**src/rtl/wb_trace_display_queue.sv**
```systemverilog
// Buffers {PC, data} pairs from the pipeline writeback stream and shows each one
// on the board display for a fixed dwell time; overruns are counted, never stalled.
module wb_trace_display_queue #(
    parameter int DEPTH       = 16,
    parameter int HOLD_CYCLES = 4,
    parameter int DROP_W      = 8
) (
    input  logic                     Clk,
    input  logic                     Reset,
    input  logic                     WbValid,
    input  logic [31:0]              WbPC,
    input  logic [31:0]              WbData,
    input  logic                     Freeze,
    output logic                     DispValid,
    output logic [31:0]              DispPC,
    output logic [31:0]              DispData,
    output logic [$clog2(DEPTH):0]   Count,
    output logic                     Full,
    output logic                     Empty,
    output logic                     Overflow,
    output logic [DROP_W-1:0]        DropCount
);

    localparam int PTR_W  = $clog2(DEPTH);
    localparam int CNT_W  = PTR_W + 1;
    localparam int HOLD_W = (HOLD_CYCLES > 1) ? $clog2(HOLD_CYCLES) : 1;
    localparam logic [CNT_W-1:0]  DEPTH_C   = CNT_W'(DEPTH);
    localparam logic [HOLD_W-1:0] HOLD_LAST = HOLD_W'(HOLD_CYCLES - 1);

    typedef enum logic {IDLE, SHOW} state_t;

    state_t              state, state_nxt;
    logic [PTR_W-1:0]    wr_ptr, rd_ptr;
    logic [CNT_W-1:0]    count, count_nxt;
    logic [HOLD_W-1:0]   hold_cnt, hold_nxt;
    logic                overflow;
    logic [DROP_W-1:0]   drop_cnt;
    logic [63:0]         mem [DEPTH];
    logic [63:0]         head;
    logic                pop, push_ok, push_drop;

    function automatic logic [DROP_W-1:0] sat_inc(input logic [DROP_W-1:0] v);
        return (&v) ? v : v + DROP_W'(1);
    endfunction

    // A pop frees a slot on the same edge, so a push into a full queue still lands.
    assign pop       = (state == SHOW) && !Freeze && (hold_cnt == HOLD_LAST);
    assign push_ok   = WbValid && ((count < DEPTH_C) || pop);
    assign push_drop = WbValid && !push_ok;

    always_comb begin
        count_nxt = count;
        case ({push_ok, pop})
            2'b10:   count_nxt = count + CNT_W'(1);
            2'b01:   count_nxt = count - CNT_W'(1);
            default: count_nxt = count;
        endcase
    end

    always_comb begin
        state_nxt = state;
        hold_nxt  = hold_cnt;
        case (state)
            IDLE: begin
                hold_nxt = '0;
                if (count != '0)
                    state_nxt = SHOW;
            end
            SHOW: begin
                if (pop) begin
                    hold_nxt = '0;
                    if (count_nxt == '0)
                        state_nxt = IDLE;
                end else if (!Freeze) begin
                    hold_nxt = hold_cnt + HOLD_W'(1);
                end
            end
            default: state_nxt = IDLE;
        endcase
    end

    always_ff @(posedge Clk) begin
        if (Reset) begin
            state    <= IDLE;
            wr_ptr   <= '0;
            rd_ptr   <= '0;
            count    <= '0;
            hold_cnt <= '0;
            overflow <= 1'b0;
            drop_cnt <= '0;
        end else begin
            state    <= state_nxt;
            hold_cnt <= hold_nxt;
            count    <= count_nxt;
            if (push_ok)
                wr_ptr <= wr_ptr + PTR_W'(1);
            if (pop)
                rd_ptr <= rd_ptr + PTR_W'(1);
            if (push_drop) begin
                overflow <= 1'b1;
                drop_cnt <= sat_inc(drop_cnt);
            end
        end
    end

    // Storage holds data only; its contents are meaningless until written.
    always_ff @(posedge Clk) begin
        if (push_ok)
            mem[wr_ptr] <= {WbPC, WbData};
    end

    assign head      = mem[rd_ptr];
    assign DispValid = (state == SHOW);
    assign DispPC    = DispValid ? head[63:32] : 32'h0;
    assign DispData  = DispValid ? head[31:0]  : 32'h0;
    assign Count     = count;
    assign Full      = (count == DEPTH_C);
    assign Empty     = (count == '0);
    assign Overflow  = overflow;
    assign DropCount = drop_cnt;

endmodule
```
**config.mk**
```make
export PLATFORM = sky130hd
export DESIGN_NAME = wb_trace_display_queue
export DESIGN_NICKNAME = d
export VERILOG_FILES = /design/src/rtl/wb_trace_display_queue.sv
export SDC_FILE = /design/constraint.sdc
export NUM_CORES = 1
export LEC_CHECK = 0
export ABC_AREA = 1
export CORE_ASPECT_RATIO = 0.75
export CORE_MARGIN = 2
export CORE_UTILIZATION = 35
export DETAILED_ROUTE_END_ITERATION = 16
export GPL_TIMING_DRIVEN = 0
export HOLD_SLACK_MARGIN = 0.03
export PLACE_DENSITY = 0.56
export RECOVER_POWER = 25
export SLEW_MARGIN = 15
export SYNTH_ARGS = -nofsm -noshare
export SYNTH_HDL_FRONTEND = slang
export SYNTH_SLANG_ARGS = --single-unit
```
**constraint.sdc**
```tcl
create_clock -name Clk -period 6.85 [get_ports Clk]
set_input_delay 1.0275 -clock Clk [delete_from_list [all_inputs] [get_ports Clk]]
set_output_delay 1.0275 -clock Clk [all_outputs]
set_load 0.05 [all_outputs]
```
Word-level counts from Yosys, hierarchy flattened
Memories as Yosys holds them, arrays and structs flattened. A register that Yosys moved wholly into a read port is not among the register bits. Cells that the tools add are included.

Logic and storage cells: 48. RAM bits: 1024. Register bits: 25. Output and inout bits: 81. Memories kept: 1.

Memory list: mem (words 16, bits a word 64, rd ports 1, clocked after Yosys merged registers in 1, write ports 1, RTL line 38) `logic [63:0] mem [DEPTH];`.

Bitwise gates (word level): 2. Mux-type cells: 14. Reductions and logical operators: 12. Equal/unequal tests: 5. Magnitude comparators: 1. $add $sub $neg: 6.

Operators with widths (number): 2-to-1 mux 32 bit (2); zero test 5 bit (2); case mux 5 bit (2 select lines) (1); adder 4 x 1 -> 4 bit, second input constant (2); adder 8 x 1 -> 8 bit, second input constant (1); 2-to-1 mux 4 bit (2); AND reduction 8 bit (1); adder 5 x 1 -> 5 bit, second input constant (1); equality test 5 bit, second input constant (1); less-than comparator 5 bit, second input constant (1); 2-to-1 mux 1 bit (5); nonzero test 5 bit (1); subtractor 5 x 1 -> 5 bit, second input constant (1); equality test 2 bit, second input constant (2); logical AND 1 bit (4); 2-to-1 mux 2 bit (2); case mux 2 bit (2 select lines) (1); != test 3 x 2 -> 1 bit, second input constant (1); adder 2 x 1 -> 2 bit, second input constant (1); equality test 2 x 1 -> 1 bit, second input constant (1); zero test 1 bit (2); NOT 1 bit (2); case mux 1 bit (2 select lines) (1); AND reduction 2 bit (1); logical OR 1 bit (1).

Logic depth before layout (Yosys ltp)
Gate-level depths: netlist of the first run.

Depth in word-level cells: 11. Depth in mapped cells: 19. Depth with buffers taken out: 19.

Least setup slack after synthesis of the first run
No wires, ideal clock.

Path kind: input to register. Start point: input port Freeze. End point: memory mem[11][0] (enable). Required time: 6364 ps. Stages on the path: 7. Path slack: 1945 ps. Path buffers: 0. Data arrival time: 4419 ps. Path through: inv_1 -> nand3_1 -> nand2_1 -> nand2_1 -> inv_1 -> nand2_1 -> nor2_1.

Word-level cells in the longest chain between the ends: 7.

Ends and longest elaborated chain: start, declared (RTL line 13) `input logic Freeze,`; zero test 1 bit; logical AND 1 bit (2 in series) (RTL line 47) `assign pop = (state == SHOW) && !Freeze && (hold_cnt == HOLD_LAST);`; logical OR 1 bit (RTL line 48) `assign push_ok = WbValid && ((count < DEPTH_C) || pop);`; logical AND 1 bit (RTL line 48); 2-to-1 mux 1 bit (RTL line 108) `if (push_ok)`; 2-to-1 mux 1 bit (implied by the code) (RTL line 109) `mem[wr_ptr] <= {WbPC, WbData};`; end, declared (RTL line 38).

Every way passes these cells.

==> metrics.txt, run 1 <==
result of the run=complete, no violations; share of layout cells above drive strength 1=8.28%; Post-Syn Area=41,400 µm²; Critical Path Fanout Max=10; CTS Sinks=1,053; worst skew pair latency=roughly 0.7 ns; Setup-failing EPs final=0; I/O pin cnt=149; worst min path class=reg -> reg; Post-synth ARST share=0%; first-pass GRT wire length=191 mm; gpl congestion=0.816; VDD IR max=0.190 mV; Critical Path RT=5.82 ns; share of the synthesized area in the top cell type=74.2%; final clock skew=0.0219 ns; Clock Pin Slew Worst Setup and Hold Paths=0.06 ns; Clk pwr share=42.4%; Syn Area/Cell=about 13 µm²; Initial Utilization=a little over a third; crit path time final=6.05 ns; Worst Path Arrival=about 5.0 ns; WL/cell=27.0 µm; Final ANT Viol Nets=0; Vias=27.9k; EDFF count, synth=between 1k and 1.5k; slew margin rel.=19.7%; Pins Over Slew Limit=0; die area=around 120,000 µm²; GRT overflow=0; Slew @ Worst Pin=1.20 ns; net load switching power=2.90 mW; CTS max path bufs=3; RSZ-0062 raised after global routing=no; final WL=137 mm; yosys warns=0; Post-CTS Hold Fix Bufs=0; Netlist cell types=29; Row Count=about 110; Residual DRC=0; Leakage=15.6 nW; worst hold slack=0.449 ns; commonest non-fill, non-tap cell in the layout=edfxtp_1; Reg power frac=53.5%; nets=between 3k and 4k; Synth area leaders=edfxtp_1 74%, nor2_1 6.6%, o21ai_0 5.7%, o211ai_1 3.4%, o221ai_1 1.5%; setup bufs post-CTS=0; Port Buffers=148; cts repair resizes=0; Final Hold Viols=0; largest net degree at the start of global routing=23; Yosys reg bits=1,053; Tcrit/Tclk final=between 80% and 90%; TritonRoute pass-1 iters=6; crit start category=flip-flop; core area=approximately 120,000 µm²; Syn Nets=3,203; die width=401 µm; cell count after synthesis=3,125; total CTS buffers=104; vias per std cell=5.51; FMAX=165 MHz; most frequent cells in the layout=1,024 x edfxtp_1, 716 x nor2_1, 470 x o21ai_0; initial antenna violation count=10; GRT Total Usage=between 20 and 25%; Area Growth Syn to Fin=19.6%; Sw Ratio=21.7%; internal power=10.5 mW; diode count=0; CTS Root Buffer Type=clkbuf_16; CP Capture Type=primary output; Comb pwr share=4.2%; Final HPWL DP=91.6 mm; Max-cap violations=0; pwr/cell area=270 nW/µm²; register area share after synthesis=75.6%; Die Ht=just over 300 µm; Main synth FF type=edfxtp_1; vias in the first global route=around 26k; top cell type by total area after synthesis=edfxtp_1; CTS tree=built; CTS HTree Levels=3; Power, Total=13.4 mW; Crit Path Class=reg -> out; First DRT Iteration DRCs=3,934
==> metrics by stage <==
stage	std cells	utilization [%]	setup TNS (ns)	area [µm²]	setup slack [ns]
global route	5068	42.1	0	49600	0.883
global placement	4827	38.1	-2113.61	44900	-2.50
detailed placement	4882	39.3	0	46300	1.77
CTS	5068	42.1	0	49600	0.964
floorplan	3125	-	0	41400	1.94
finish	5068	42.1	0	49600	0.801
==> flip-flops by register name, summed over array words and instances (netlist names), named ones only <==
name       flops
hold_cnt       2
Count          5
Overflow       1
wr_ptr         4
DispValid      1
mem         1024
rd_ptr         4
DropCount      8
==> worst paths after layout <==
check / start / to / cells after the start / slack, ns
hold reg to reg: Overflow / Overflow / 2 / 0.45
setup / recovery: flip-flop / DispPC[21] / 10 / 0.80
setup reg to reg: hold_cnt[0] / mem[15][60] / 10 / 3.87
hold / removal: Overflow / Overflow / 2 / 0.45
==> final cells by class <==
cell class / instances / area [µm²]
timing repair buffer: 203 / 2750
clock buffer: 127 / 2720
buffer: 219 / 1030
inverter: 36 / 135
fill: 10700 / 68100
sequential: 1053 / 31300
multi-input combinational: 1817 / 9070
clock inverter: 59 / 584
tap: 1554 / 1940
==> per-layer routing <==
layer	vias to the layer above	global-route usage, %	part of all wire (%)
met5	-	0	0.020
met1	14000	33.3	45
met3	179	4.10	9.5
li1	12300	-	-
met4	4	5.35	2.2
met2	1476	33.2	44
==> synthesized netlist by cell type (31+ instances only) <==
library cell and n:
a21oi_1 85, buf_2 51, clkbuf_1 129, edfxtp_1 1024, inv_1 31, nand2_1 51
nand3_1 77, nor2_1 732, o211ai_1 187, o21ai_0 470, o21ai_1 119, o221ai_1 70
==> cell families after synthesis <==
| group | after synthesis | synth area share [%] |
|---|---|---|
| simple gates | 869 | 8.15 |
| compound gates | 933 | 13.1 |
| flops | 1053 | 75.6 |
| fa+ha+maj | 10 | 0.302 |
| xor+xnor | 5 | 0.106 |
| buf+inv | 255 | 2.80 |
==> power groups by stage <==
stage | clock (mW) | combinational, mW | sequential (mW)
after detailed placement | 0 | 0.561 | 7.30
final | 5.67 | 0.559 | 7.16
after global placement | 0 | 0.526 | 7.32
after global routing | 5.96 | 0.591 | 7.16
after CTS | 5.72 | 0.563 | 7.16
after floorplan | 0 | 0.231 | 7.31
==> critical path, stage by stage, from the launching register on <==
cell	delay, ns
dfxtp_1	0.30
buf_4	0.23
inv_2	0.39
buf_6	0.26
buf_4	0.30
buf_2	0.37
nor2_1	0.08
o221ai_1	0.66
nand3_1	0.31
a21oi_1	0.47
clkdlybuf4s50_1	0.90
Power figures use the tool's default switching activity.
==> run 2, diff against run 1 <==
==> constraint.sdc (replaced) <==
create_clock -name Clk -period 6.85 [get_ports Clk]
set_input_delay 1.37 -clock Clk [delete_from_list [all_inputs] [get_ports Clk]]
set_output_delay 1.37 -clock Clk [all_outputs]
set_load 0.05 [all_outputs]
==> results of run 2 <==
The final DEF is identical to that of run 1. Status: complete, no violations.
Among the figures that moved: setup slack after placement 1.77 ns -> 1.42 ns; setup slack after layout 0.801 ns -> 0.458 ns
